### config.mk
export PLATFORM = sky130hd
export DESIGN_NAME = status_array_reader
export DESIGN_NICKNAME = d
export VERILOG_FILES = /design/src/rtl/status_array_reader.sv
export SDC_FILE = /design/constraint.sdc
export NUM_CORES = 1
export LEC_CHECK = 0
export ABC_AREA = 0
export BUFFER_PORTS_ARGS = -buffer_cell sky130_fd_sc_hd__buf_2
export CELL_PAD_IN_SITES_DETAIL_PLACEMENT = 1
export CELL_PAD_IN_SITES_GLOBAL_PLACEMENT = 2
export CORE_MARGIN = 3
export CORE_UTILIZATION = 34
export DETAILED_ROUTE_END_ITERATION = 12
export GPL_TIMING_DRIVEN = 0
export PLACE_DENSITY_LB_ADDON = 0.1
export SLEW_MARGIN = 20
export SYNTH_ARGS = -nofsm -noshare
export SYNTH_HDL_FRONTEND = slang
export SYNTH_SLANG_ARGS = --single-unit
### constraint.sdc
create_clock -name clk -period 2.2 [get_ports clk]
set_input_delay 0.33 -clock clk [delete_from_list [all_inputs] [get_ports clk]]
set_output_delay 0.33 -clock clk [all_outputs]
set_load 0.01 [all_outputs]
### src/rtl/status_array_reader.sv
// status_array_reader: read-only client of the status array. Issues tagged
// row lookups, buffers tagged responses in an in-order FIFO, decodes per-block
// valid bits and flags out-of-sequence response tags. Credits bound the total
// number of in-flight plus buffered responses, because the array cannot be
// back-pressured.
module status_array_reader #(
  parameter int TAG_WIDTH  = 2,
  parameter int ADDR_WIDTH = 6,
  parameter int NUM_BLOCKS = 4,
  parameter int STATUS_W   = 2,
  parameter int VALID_BIT  = 0,
  parameter int DEPTH      = 4,
  parameter int ROW_WIDTH  = NUM_BLOCKS * STATUS_W
) (
  input  logic                  clk,
  input  logic                  arst_n,
  input  logic                  i_halt,
  input  logic                  i_init_complete,
  input  logic [ADDR_WIDTH-1:0] i_req_addr,
  input  logic                  i_req_valid,
  output logic                  o_req_ready,
  output logic [TAG_WIDTH-1:0]  o_sa_tag,
  output logic [ADDR_WIDTH-1:0] o_sa_addr,
  output logic [ROW_WIDTH-1:0]  o_sa_data,
  output logic                  o_sa_wen,
  output logic [NUM_BLOCKS-1:0] o_sa_wmask,
  output logic                  o_sa_valid,
  input  logic                  i_sa_ready,
  input  logic [TAG_WIDTH-1:0]  i_sa_tag,
  input  logic [ROW_WIDTH-1:0]  i_sa_data,
  input  logic                  i_sa_valid,
  output logic [TAG_WIDTH-1:0]  o_rsp_tag,
  output logic [ROW_WIDTH-1:0]  o_rsp_data,
  output logic [NUM_BLOCKS-1:0] o_rsp_vbits,
  output logic                  o_rsp_valid,
  input  logic                  i_rsp_ready,
  output logic                  o_tag_error
);

  localparam int PTR_W = $clog2(DEPTH);
  localparam int CRD_W = $clog2(DEPTH + 1);

  // Issue side
  logic                  r_sa_valid;
  logic [ADDR_WIDTH-1:0] r_sa_addr;
  logic [TAG_WIDTH-1:0]  r_sa_tag;
  logic [TAG_WIDTH-1:0]  r_issue_cnt;
  logic [CRD_W-1:0]      r_credits;

  // Response side; pointers carry one extra wrap bit to tell full from empty
  logic [TAG_WIDTH-1:0]                 r_exp_cnt;
  logic                                 r_tag_error;
  logic [PTR_W:0]                       r_wptr;
  logic [PTR_W:0]                       r_rptr;
  logic [DEPTH-1:0][TAG_WIDTH-1:0]      r_mem_tag;
  logic [DEPTH-1:0][ROW_WIDTH-1:0]      r_mem_data;

  logic w_accept;
  logic w_sa_fire;
  logic w_wr;
  logic w_pop;
  logic w_empty;
  logic w_full;

  assign w_empty = (r_wptr == r_rptr);
  assign w_full  = (r_wptr[PTR_W] != r_rptr[PTR_W]) &&
                   (r_wptr[PTR_W-1:0] == r_rptr[PTR_W-1:0]);

  assign o_req_ready = i_init_complete & ~i_halt & (r_credits < CRD_W'(DEPTH)) &
                       (~r_sa_valid | i_sa_ready);
  assign w_accept  = i_req_valid & o_req_ready;
  assign w_sa_fire = r_sa_valid & i_sa_ready & ~i_halt;
  // Array has no back-pressure: responses land whenever not stalled
  assign w_wr      = i_sa_valid & ~i_halt;
  // Pop looks at registered pointers only, so a write never bypasses to the head
  assign w_pop     = ~w_empty & i_rsp_ready & ~i_halt;

  assign o_sa_valid = r_sa_valid;
  assign o_sa_addr  = r_sa_addr;
  assign o_sa_tag   = r_sa_tag;
  assign o_sa_data  = '0;
  assign o_sa_wen   = 1'b0;
  assign o_sa_wmask = '0;

  assign o_rsp_valid = ~w_empty;
  assign o_rsp_tag   = r_mem_tag[r_rptr[PTR_W-1:0]];
  assign o_rsp_data  = r_mem_data[r_rptr[PTR_W-1:0]];
  assign o_tag_error = r_tag_error;

  // Valid flag of each block pulled out of the head row
  for (genvar b = 0; b < NUM_BLOCKS; b++) begin : g_vbits
    assign o_rsp_vbits[b] = o_rsp_data[b*STATUS_W + VALID_BIT];
  end

  // Request register toward the array: load on accept, drop once taken
  always_ff @(posedge clk or negedge arst_n) begin
    if (!arst_n) begin
      r_sa_valid  <= 1'b0;
      r_sa_addr   <= '0;
      r_sa_tag    <= '0;
      r_issue_cnt <= '0;
    end else if (w_accept) begin
      r_sa_valid  <= 1'b1;
      r_sa_addr   <= i_req_addr;
      r_sa_tag    <= r_issue_cnt;
      r_issue_cnt <= r_issue_cnt + 1'b1;
    end else if (w_sa_fire) begin
      r_sa_valid  <= 1'b0;
    end
  end

  // Credits: one per accepted request, returned when its response is popped
  always_ff @(posedge clk or negedge arst_n) begin
    if (!arst_n) begin
      r_credits <= '0;
    end else if (w_accept && !w_pop) begin
      r_credits <= r_credits + 1'b1;
    end else if (!w_accept && w_pop) begin
      r_credits <= r_credits - 1'b1;
    end
  end

  // Response FIFO storage, write pointer and sticky tag-sequence check
  always_ff @(posedge clk or negedge arst_n) begin
    if (!arst_n) begin
      r_mem_tag   <= '0;
      r_mem_data  <= '0;
      r_wptr      <= '0;
      r_exp_cnt   <= '0;
      r_tag_error <= 1'b0;
    end else if (w_wr) begin
      r_mem_tag[r_wptr[PTR_W-1:0]]  <= i_sa_tag;
      r_mem_data[r_wptr[PTR_W-1:0]] <= i_sa_data;
      r_wptr    <= r_wptr + 1'b1;
      r_exp_cnt <= r_exp_cnt + 1'b1;
      if (i_sa_tag != r_exp_cnt) r_tag_error <= 1'b1;
    end
  end

  // Read pointer advances on pop
  always_ff @(posedge clk or negedge arst_n) begin
    if (!arst_n) begin
      r_rptr <= '0;
    end else if (w_pop) begin
      r_rptr <= r_rptr + 1'b1;
    end
  end

  // Credits should make overflow impossible; catch a misbehaving array
  a_no_overflow: assert property (@(posedge clk) disable iff (!arst_n) !(w_wr && w_full));

endmodule

After elaboration in Yosys (flattened, before gate mapping)
Index checks and enable logic that the tools add are counted.

word-level totals
  input bits = 24
  logic and storage cells = 64
  bits in registers = 63

cells by class
  eq/ne operators = 2
  $lt $le $gt $ge = 4
  bitwise gates (word level) = 13
  muxes and demuxes = 14
  reduce and logical (&&, ||, !) cells = 8
  add/subtract/negate cells = 6

operators by type and width
  operator                                                                             number
  32-bit bitwise mux                                                                   1
  8-bit binary-select mux with 2-bit select                                            1
  8-bit demux with 2-bit select                                                        1
  8-bit 2-to-1 mux                                                                     2
  3-bit by 1-bit adder with 3-bit output, second input constant                        3
  1-bit bitwise AND                                                                    9
  8-bit bitwise mux                                                                    1
  2-bit by 3-bit < comparator with 1-bit output, second input constant                 2
  3-bit 2-to-1 mux                                                                     2
  2-bit by 1-bit adder with 2-bit output, second input constant                        2
  2-bit binary-select mux with 2-bit select                                            1
  2-bit demux with 2-bit select                                                        1
  2-bit 2-to-1 mux                                                                     2
  2-bit nonzero test                                                                   2
  3-bit == test                                                                        1
  1-bit logical AND                                                                    3
  3-bit < comparator, second input constant                                            1
  1-bit inverter                                                                       3
  3-bit by 1-bit subtractor with 3-bit output, second input constant                   1
  2-bit by 1-bit greater-or-equal comparator with 1-bit output, second input constant  1
  1-bit zero test                                                                      2
  1-bit 2-to-1 mux                                                                     2
  2-bit != test                                                                        1
  2-bit AND reduction                                                                  1
  1-bit bitwise OR                                                                     1

Depth between registers and ports, before layout
  depth after elaboration = 9
  depth in mapped cells = 9
  gate-level depth less buffers = 8

Worst setup path before layout
No wires, ideal clock.

  path type = register to register
  start point = register r_sa_valid (netlist: o_sa_valid)
  end point = register r_credits[2]
  required time = 2.121 ns
  stages on the path, launching flop included = 10
  buffers on the path = 1
  library setup time = 0.079 ns
  setup slack = 0.141 ns
  arrival = 1.980 ns
  path through = dfrtp_1 -> nor2b_4 -> nor4b_4 -> buf_6 -> ha_1 -> inv_1 -> fa_1 -> xor2_1 -> nor2_1 -> xor2_1

between the ends
  cells in the longest elaborated chain, start to end = 7
  elaborated cells between the ends (all ways) = 9
  classes of those cells = mux: 1; bitwise: 4; reduce/logical: 4

RTL lines
  item                                 RTL line  source
  start, declared                      44        logic r_sa_valid;
  start signal, assigned               98        r_sa_valid <= 1'b0;
  start signal, assigned               103       r_sa_valid <= 1'b1;
  start signal, assigned               108       r_sa_valid <= 1'b0;
  1-bit inverter (*)                   70        (~r_sa_valid | i_sa_ready);
  1-bit bitwise OR (*)                 70
  1-bit bitwise AND (*)                69        assign o_req_ready = i_init_complete & ~i_halt & (r_credits < CRD_W'(DEPTH)) &
  1-bit bitwise AND (*)                71        assign w_accept = i_req_valid & o_req_ready;
  net w_accept                         58        logic w_accept;
  1-bit zero test                      118       end else if (!w_accept && w_pop) begin
  1-bit logical AND                    118
  2-bit nonzero test (no source line)  -
  end signal, assigned                 117       r_credits <= r_credits + 1'b1;
  end signal, assigned                 119       r_credits <= r_credits - 1'b1;
  end, declared                        48        logic [CRD_W-1:0] r_credits;

The timed path passes the listed nets; every way through them passes the cells marked *.
A chain may end at the register's enable or synchronous reset.

Final worst setup path
  start point = register r_rptr[0]
  end point = output o_rsp_vbits[1]

between the ends
  cells in the longest elaborated chain, start to end = 2

RTL lines
  item                                       RTL line  source
  start, declared                            54        logic [PTR_W:0] r_rptr;
  start signal, assigned                     145       r_rptr <= r_rptr + 1'b1;
  8-bit binary-select mux with 2-bit select  87        assign o_rsp_data = r_mem_data[r_rptr[PTR_W-1:0]];
  8-bit 2-to-1 mux (not written as such)     87
  end, declared                              34        output logic [NUM_BLOCKS-1:0] o_rsp_vbits,

No other way between the ends. The select of a mux whose other input is x is not followed.

==> report_table.html <==
<table>
<tr><th>Metric</th><th>Value</th></tr>
<tr><th colspan="2">Run status</th></tr>
<tr><td>Result of the run</td><td>complete, no violations</td></tr>
<tr><th colspan="2">Setup path</th></tr>
<tr><td>Reg-to-reg slack, setup</td><td>between 0.1 and 0.15 ns</td></tr>
<tr><td>Largest fanout on the critical path</td><td>10</td></tr>
<tr><td>Critical Path Source Type</td><td>flip-flop</td></tr>
<tr><td>Endpoint arrival time on the critical path</td><td>about 1.8 ns</td></tr>
<tr><td>Reg2reg start</td><td>r_rptr[2]</td></tr>
<tr><td>Required time at the endpoint of the critical path</td><td>between 1.5 and 2 ns</td></tr>
<tr><td>Type of element capturing the critical path</td><td>primary output</td></tr>
<tr><td>Depth of the most critical reg-to-reg path</td><td>8</td></tr>
<tr><td>Type of the setup path with the least slack</td><td>flip-flop to primary output</td></tr>
<tr><td>Reg-to-reg endpoint</td><td>r_credits[2]</td></tr>
<tr><th colspan="2">Yosys</th></tr>
<tr><td>Proportion of netlist area held by the largest area contributor</td><td>between 50 and 60%</td></tr>
<tr><td>Post-synthesis area per instance</td><td>15.3 µm²</td></tr>
<tr><td>Summed instance area of the synthesized netlist</td><td>around 3000 µm²</td></tr>
<tr><td>Most common flop cell mapped by yosys</td><td>sky130_fd_sc_hd__dfrtp_1</td></tr>
<tr><td>Cell type with the highest aggregate area in the netlist</td><td>sky130_fd_sc_hd__dfrtp_1</td></tr>
<tr><td>Number of instances in the synthesized netlist</td><td>about 200</td></tr>
<tr><td>Cell types occupying the most area after synthesis</td><td>sky130_fd_sc_hd__dfrtp_1 52%, sky130_fd_sc_hd__mux2_2 8.5%, sky130_fd_sc_hd__mux4_2 7.4%</td></tr>
<tr><td>Cell with the most instances after synthesis</td><td>sky130_fd_sc_hd__dfrtp_1</td></tr>
<tr><td>Most common library cells after synthesis</td><td>63 x sky130_fd_sc_hd__dfrtp_1, 23 x sky130_fd_sc_hd__mux2_2, 19 x sky130_fd_sc_hd__buf_4</td></tr>
<tr><td>Total of flip-flops plus latches after synthesis</td><td>63</td></tr>
<tr><td>Yosys Warn Count</td><td>0</td></tr>
<tr><td>Fraction of registers with async set or reset after synthesis</td><td>100%</td></tr>
<tr><td>Number of flops mapped to enable cells by yosys</td><td>0</td></tr>
<tr><td>Share of the yosys chip area belonging to registers</td><td>52.0%</td></tr>
<tr><td>Number of unique standard cell types used by synthesis</td><td>32</td></tr>
<tr><th colspan="2">Power</th></tr>
<tr><td>Cell leakage power</td><td>between 1.5 and 2 nW</td></tr>
<tr><td>Clk pwr share</td><td>between 15 and 20%</td></tr>
<tr><td>Sw Share</td><td>about 33%</td></tr>
<tr><td>PwrDens</td><td>around 1400 nW/µm²</td></tr>
<tr><td>Share of total power in combinational logic</td><td>between 40% and 50%</td></tr>
<tr><td>Internal power of the cells</td><td>3.47 mW</td></tr>
<tr><td>Sequential share of power</td><td>40.2%</td></tr>
<tr><td>Highest ir drop seen on vdd</td><td>~0.33 mV</td></tr>
<tr><td>Switching power of the nets</td><td>around 1.7 mW</td></tr>
<tr><th colspan="2">Floorplan</th></tr>
<tr><td># IOs</td><td>63</td></tr>
<tr><td>Number of cell rows</td><td>33</td></tr>
<tr><td>Core footprint</td><td>~8400 µm²</td></tr>
<tr><td>Initial standard-cell utilization of the core</td><td>between 30 and 40%</td></tr>
<tr><td>Die Area</td><td>between 10,000 and 15,000 µm²</td></tr>
<tr><td>Height of the die</td><td>between 100 and 150 µm</td></tr>
<tr><td>Die span in x</td><td>between 100 and 150 µm</td></tr>
<tr><th colspan="2">Placed design</th></tr>
<tr><td>HPWL after detailed placement</td><td>~4100 µm</td></tr>
<tr><td>Standard cell area after detailed placement</td><td>about 3500 µm²</td></tr>
<tr><td>Number of buffers inserted by port buffering</td><td>slightly below 50</td></tr>
<tr><td>Routability-driven placement congestion ratio</td><td>0.679</td></tr>
<tr><td>Number of placed cells counting well taps</td><td>approximately 370</td></tr>
<tr><th colspan="2">CTS</th></tr>
<tr><td>Clock input transition at the sequential cells of the worst setup and hold paths</td><td>approximately 0.07 ns</td></tr>
<tr><td>CTS Buffer Depth</td><td>2</td></tr>
<tr><td>Clock insertion delay at the later pin of the skew report</td><td>~0.34 ns</td></tr>
<tr><td>TritonCTS Sinks</td><td>63</td></tr>
<tr><td>Total number of H-tree levels</td><td>3</td></tr>
<tr><td>TritonCTS Buffers</td><td>9</td></tr>
<tr><td>Buffer cell driving the clock tree root</td><td>sky130_fd_sc_hd__clkbuf_8</td></tr>
<tr><td>Clock tree from TritonCTS</td><td>yes</td></tr>
<tr><th colspan="2">Cells and area</th></tr>
<tr><td>Area taken by multi-input logic gates</td><td>between 1000 and 1500 µm²</td></tr>
<tr><td>Cell area after layout</td><td>~3700 µm²</td></tr>
<tr><td>Share of post-route cells with drive strength above 1</td><td>~51%</td></tr>
<tr><td>Area overhead of the layout relative to synthesis</td><td>22.6%</td></tr>
<tr><td>Number of fill cells in the layout</td><td>900</td></tr>
<tr><td>Cell Count, Final, Fillers Out</td><td>around 390</td></tr>
<tr><td>Register area</td><td>~1600 µm²</td></tr>
<tr><td>Total Nets Final</td><td>307</td></tr>
<tr><td>Antenna cell count</td><td>0</td></tr>
<tr><th colspan="2">Global routing</th></tr>
<tr><td>Maximum number of pins on one net before global-route repair</td><td>52</td></tr>
<tr><td>Sum of overflow across all layers after global routing</td><td>0</td></tr>
<tr><td>Initial antenna violation count</td><td>0</td></tr>
<tr><td>Via count of the first global-routing pass</td><td>~2,000</td></tr>
<tr><td>Aggregate global-route resource usage</td><td>a little over an eighth</td></tr>
<tr><td>Global-route wire length before repair</td><td>between 10,000 and 15,000 µm</td></tr>
<tr><th colspan="2">Timing</th></tr>
<tr><td>Maximum clock rate</td><td>478 MHz</td></tr>
<tr><td>Final hold viol count</td><td>0</td></tr>
<tr><td>Setup skew after layout</td><td>approximately 0.0071 ns</td></tr>
<tr><td>Minimum clock period</td><td>2.09 ns</td></tr>
<tr><td>Setup violations, final</td><td>0</td></tr>
<tr><td>Setup repair after global routing missed its margin</td><td>yes</td></tr>
<tr><td>Slew Viols, Final</td><td>0</td></tr>
<tr><td>Post-route fraction of the period consumed by the critical path</td><td>95.2%</td></tr>
<tr><th colspan="2">Min path</th></tr>
<tr><td>Type of the worst min-delay path</td><td>primary input to flip-flop</td></tr>
<tr><td>Cell depth of the worst hold path</td><td>2</td></tr>
<tr><td>Hold endpoint</td><td>o_sa_addr[1]</td></tr>
<tr><td>Start point of the worst min-delay path</td><td>i_req_addr[1]</td></tr>
<tr><th colspan="2">Run</th></tr>
<tr><td>Number of maximum-capacitance constraint violations</td><td>0</td></tr>
<tr><th colspan="2">Drt</th></tr>
<tr><td>Final ANT Viol Nets</td><td>0</td></tr>
<tr><td>1st-iter DRT viols</td><td>28</td></tr>
<tr><td>WL/cell</td><td>around 16 µm</td></tr>
<tr><td>DR DRC count</td><td>0</td></tr>
<tr><td>Final Routed Wirelength</td><td>6040 µm</td></tr>
<tr><td>Total length of routed met3 wires</td><td>approximately 260 µm</td></tr>
<tr><td>Detailed Routing Iterations Pass 1</td><td>4</td></tr>
<tr><td>Highest metal used</td><td>met4</td></tr>
<tr><td>Total via count after detailed routing</td><td>around 1,800</td></tr>
<tr><td>Via density</td><td>roughly 4.6</td></tr>
<tr><td>Sum of met2 wire segment lengths after detailed routing</td><td>2850 µm</td></tr>
<tr><td>Routed length on met1</td><td>2810 µm</td></tr>
</table>
per-stage QoR:
step	hold WS [ns]	setup TNS, ns	worst slack [ns]	power (mW)	utilization, %
2_1_floorplan	0.0344	0	0.141	3.61	-
3_3_place_gp	0.452	-0.00502	-0.00502	4.27	41.0
3_5_place_dp	0.202	-0.0357	-0.0357	4.34	41.4
4_1_cts	0.189	0	0.00670	5.29	43.7
5_1_grt	0.209	-0.0315	-0.0315	5.63	44.1
6_report	0.206	0	0.106	5.21	44.1
what timing repair did:
item | in CTS | in global routing
endpoints found under the setup margin | 14 | 6
hold buffers | 1 | 0
gates resized for setup | 2 | 4
buffers inserted | 1 | 3
pin swaps | 1 | 2
endpoints found under the hold margin | 12 | 0
cell type report:
type | instances | share of cell area, %
inverters | 4 | 0.404
well taps | 105 | 3.53
repair buffers | 55 | 8.48
plain buffers | 22 | 4.78
clock inverters | 3 | 0.505
flip-flops and latches | 63 | 42.4
clock buffers | 12 | 4.17
multi-input cells | 121 | 35.7
per-layer routing:
layer	global-route usage [%]	up-vias
met5	0	-
met4	6.53	0
met3	3.06	10
met2	20.5	41
met1	17.7	911
li1	-	819
power groups by stage:
stage / Sequential, mW / Combinational (mW) / Clock (mW)
after detailed placement: 2.11 / 2.22 / 0
after global routing: 2.19 / 2.45 / 0.990
after global placement: 2.09 / 2.18 / 0
final: 2.10 / 2.21 / 0.907
after floorplan: 2.05 / 1.57 / 0
after CTS: 2.09 / 2.25 / 0.950
cells by family (layout without fill, tap and decap cells):
logic type | count (synthesis) | in the layout | synth area share [%]
XOR/XNOR | 15 | 15 | 4.33
AND/OR/NAND/NOR | 18 | 18 | 5.08
adder cells (fa/ha/maj) | 7 | 7 | 3.14
multiplexers | 60 | 60 | 27.2
AO/OA/AOI/OAI | 8 | 8 | 2.02
buffers and inverters | 26 | 96 | 6.07
other | 1 | 13 | 0.124
flip-flops | 63 | 63 | 52.0
state kept, by name, indices dropped and copies added (netlist names):
name         count
r_mem_tag        8
r_credits        3
o_sa_tag         2
r_mem_data      32
r_rptr           3
r_issue_cnt      2
o_tag_error      1
r_exp_cnt        2
o_sa_valid       1
r_wptr           3
o_sa_addr        6
worst max path at each step:
| stage | cells past startpoint | to | startpoint |
|---|---|---|---|
| after floorplan | 9 | r_credits[2] | o_sa_valid |
| after global placement | 10 | r_credits[2] | i_halt |
| after detailed placement | 10 | r_credits[2] | i_halt |
| after CTS | 4 | o_rsp_vbits[1] | r_rptr[0] |
| after global routing | 8 | r_credits[2] | r_rptr[2] |
| final | 4 | o_rsp_vbits[1] | r_rptr[0] |
critical path, stage by stage (launching register included):
cell,delay [ns]
sky130_fd_sc_hd__dfrtp_2,0.42
sky130_fd_sc_hd__buf_8,0.18
sky130_fd_sc_hd__mux4_2,0.54
sky130_fd_sc_hd__buf_4,0.15
sky130_fd_sc_hd__buf_2,0.13
cell usage in the layout, fill, tap and decap left out, types with 2 or more instances in the layout:
cell type                  Yosys  routed
sky130_fd_sc_hd__inv_1         4       4
sky130_fd_sc_hd__nor2b_1       2       2
sky130_fd_sc_hd__buf_6         2       2
sky130_fd_sc_hd__buf_2         0      49
sky130_fd_sc_hd__nand2b_1      2       2
sky130_fd_sc_hd__nand2_4       4       4
sky130_fd_sc_hd__ha_1          6       5
sky130_fd_sc_hd__xnor2_1       5       5
sky130_fd_sc_hd__mux4_2       10      10
sky130_fd_sc_hd__xor2_1       10       9
sky130_fd_sc_hd__mux2_1       17      17
sky130_fd_sc_hd__mux2_2       23      23
sky130_fd_sc_hd__dfrtp_1      63      62
sky130_fd_sc_hd__nand2_1       3       3
sky130_fd_sc_hd__conb_1        1      13
sky130_fd_sc_hd__clkinv_2      0       2
sky130_fd_sc_hd__o21ai_0       2       2
sky130_fd_sc_hd__clkbuf_8      0      11
sky130_fd_sc_hd__mux2_4       10      10
sky130_fd_sc_hd__buf_4        19      23
(Power assumes the default switching activity.)
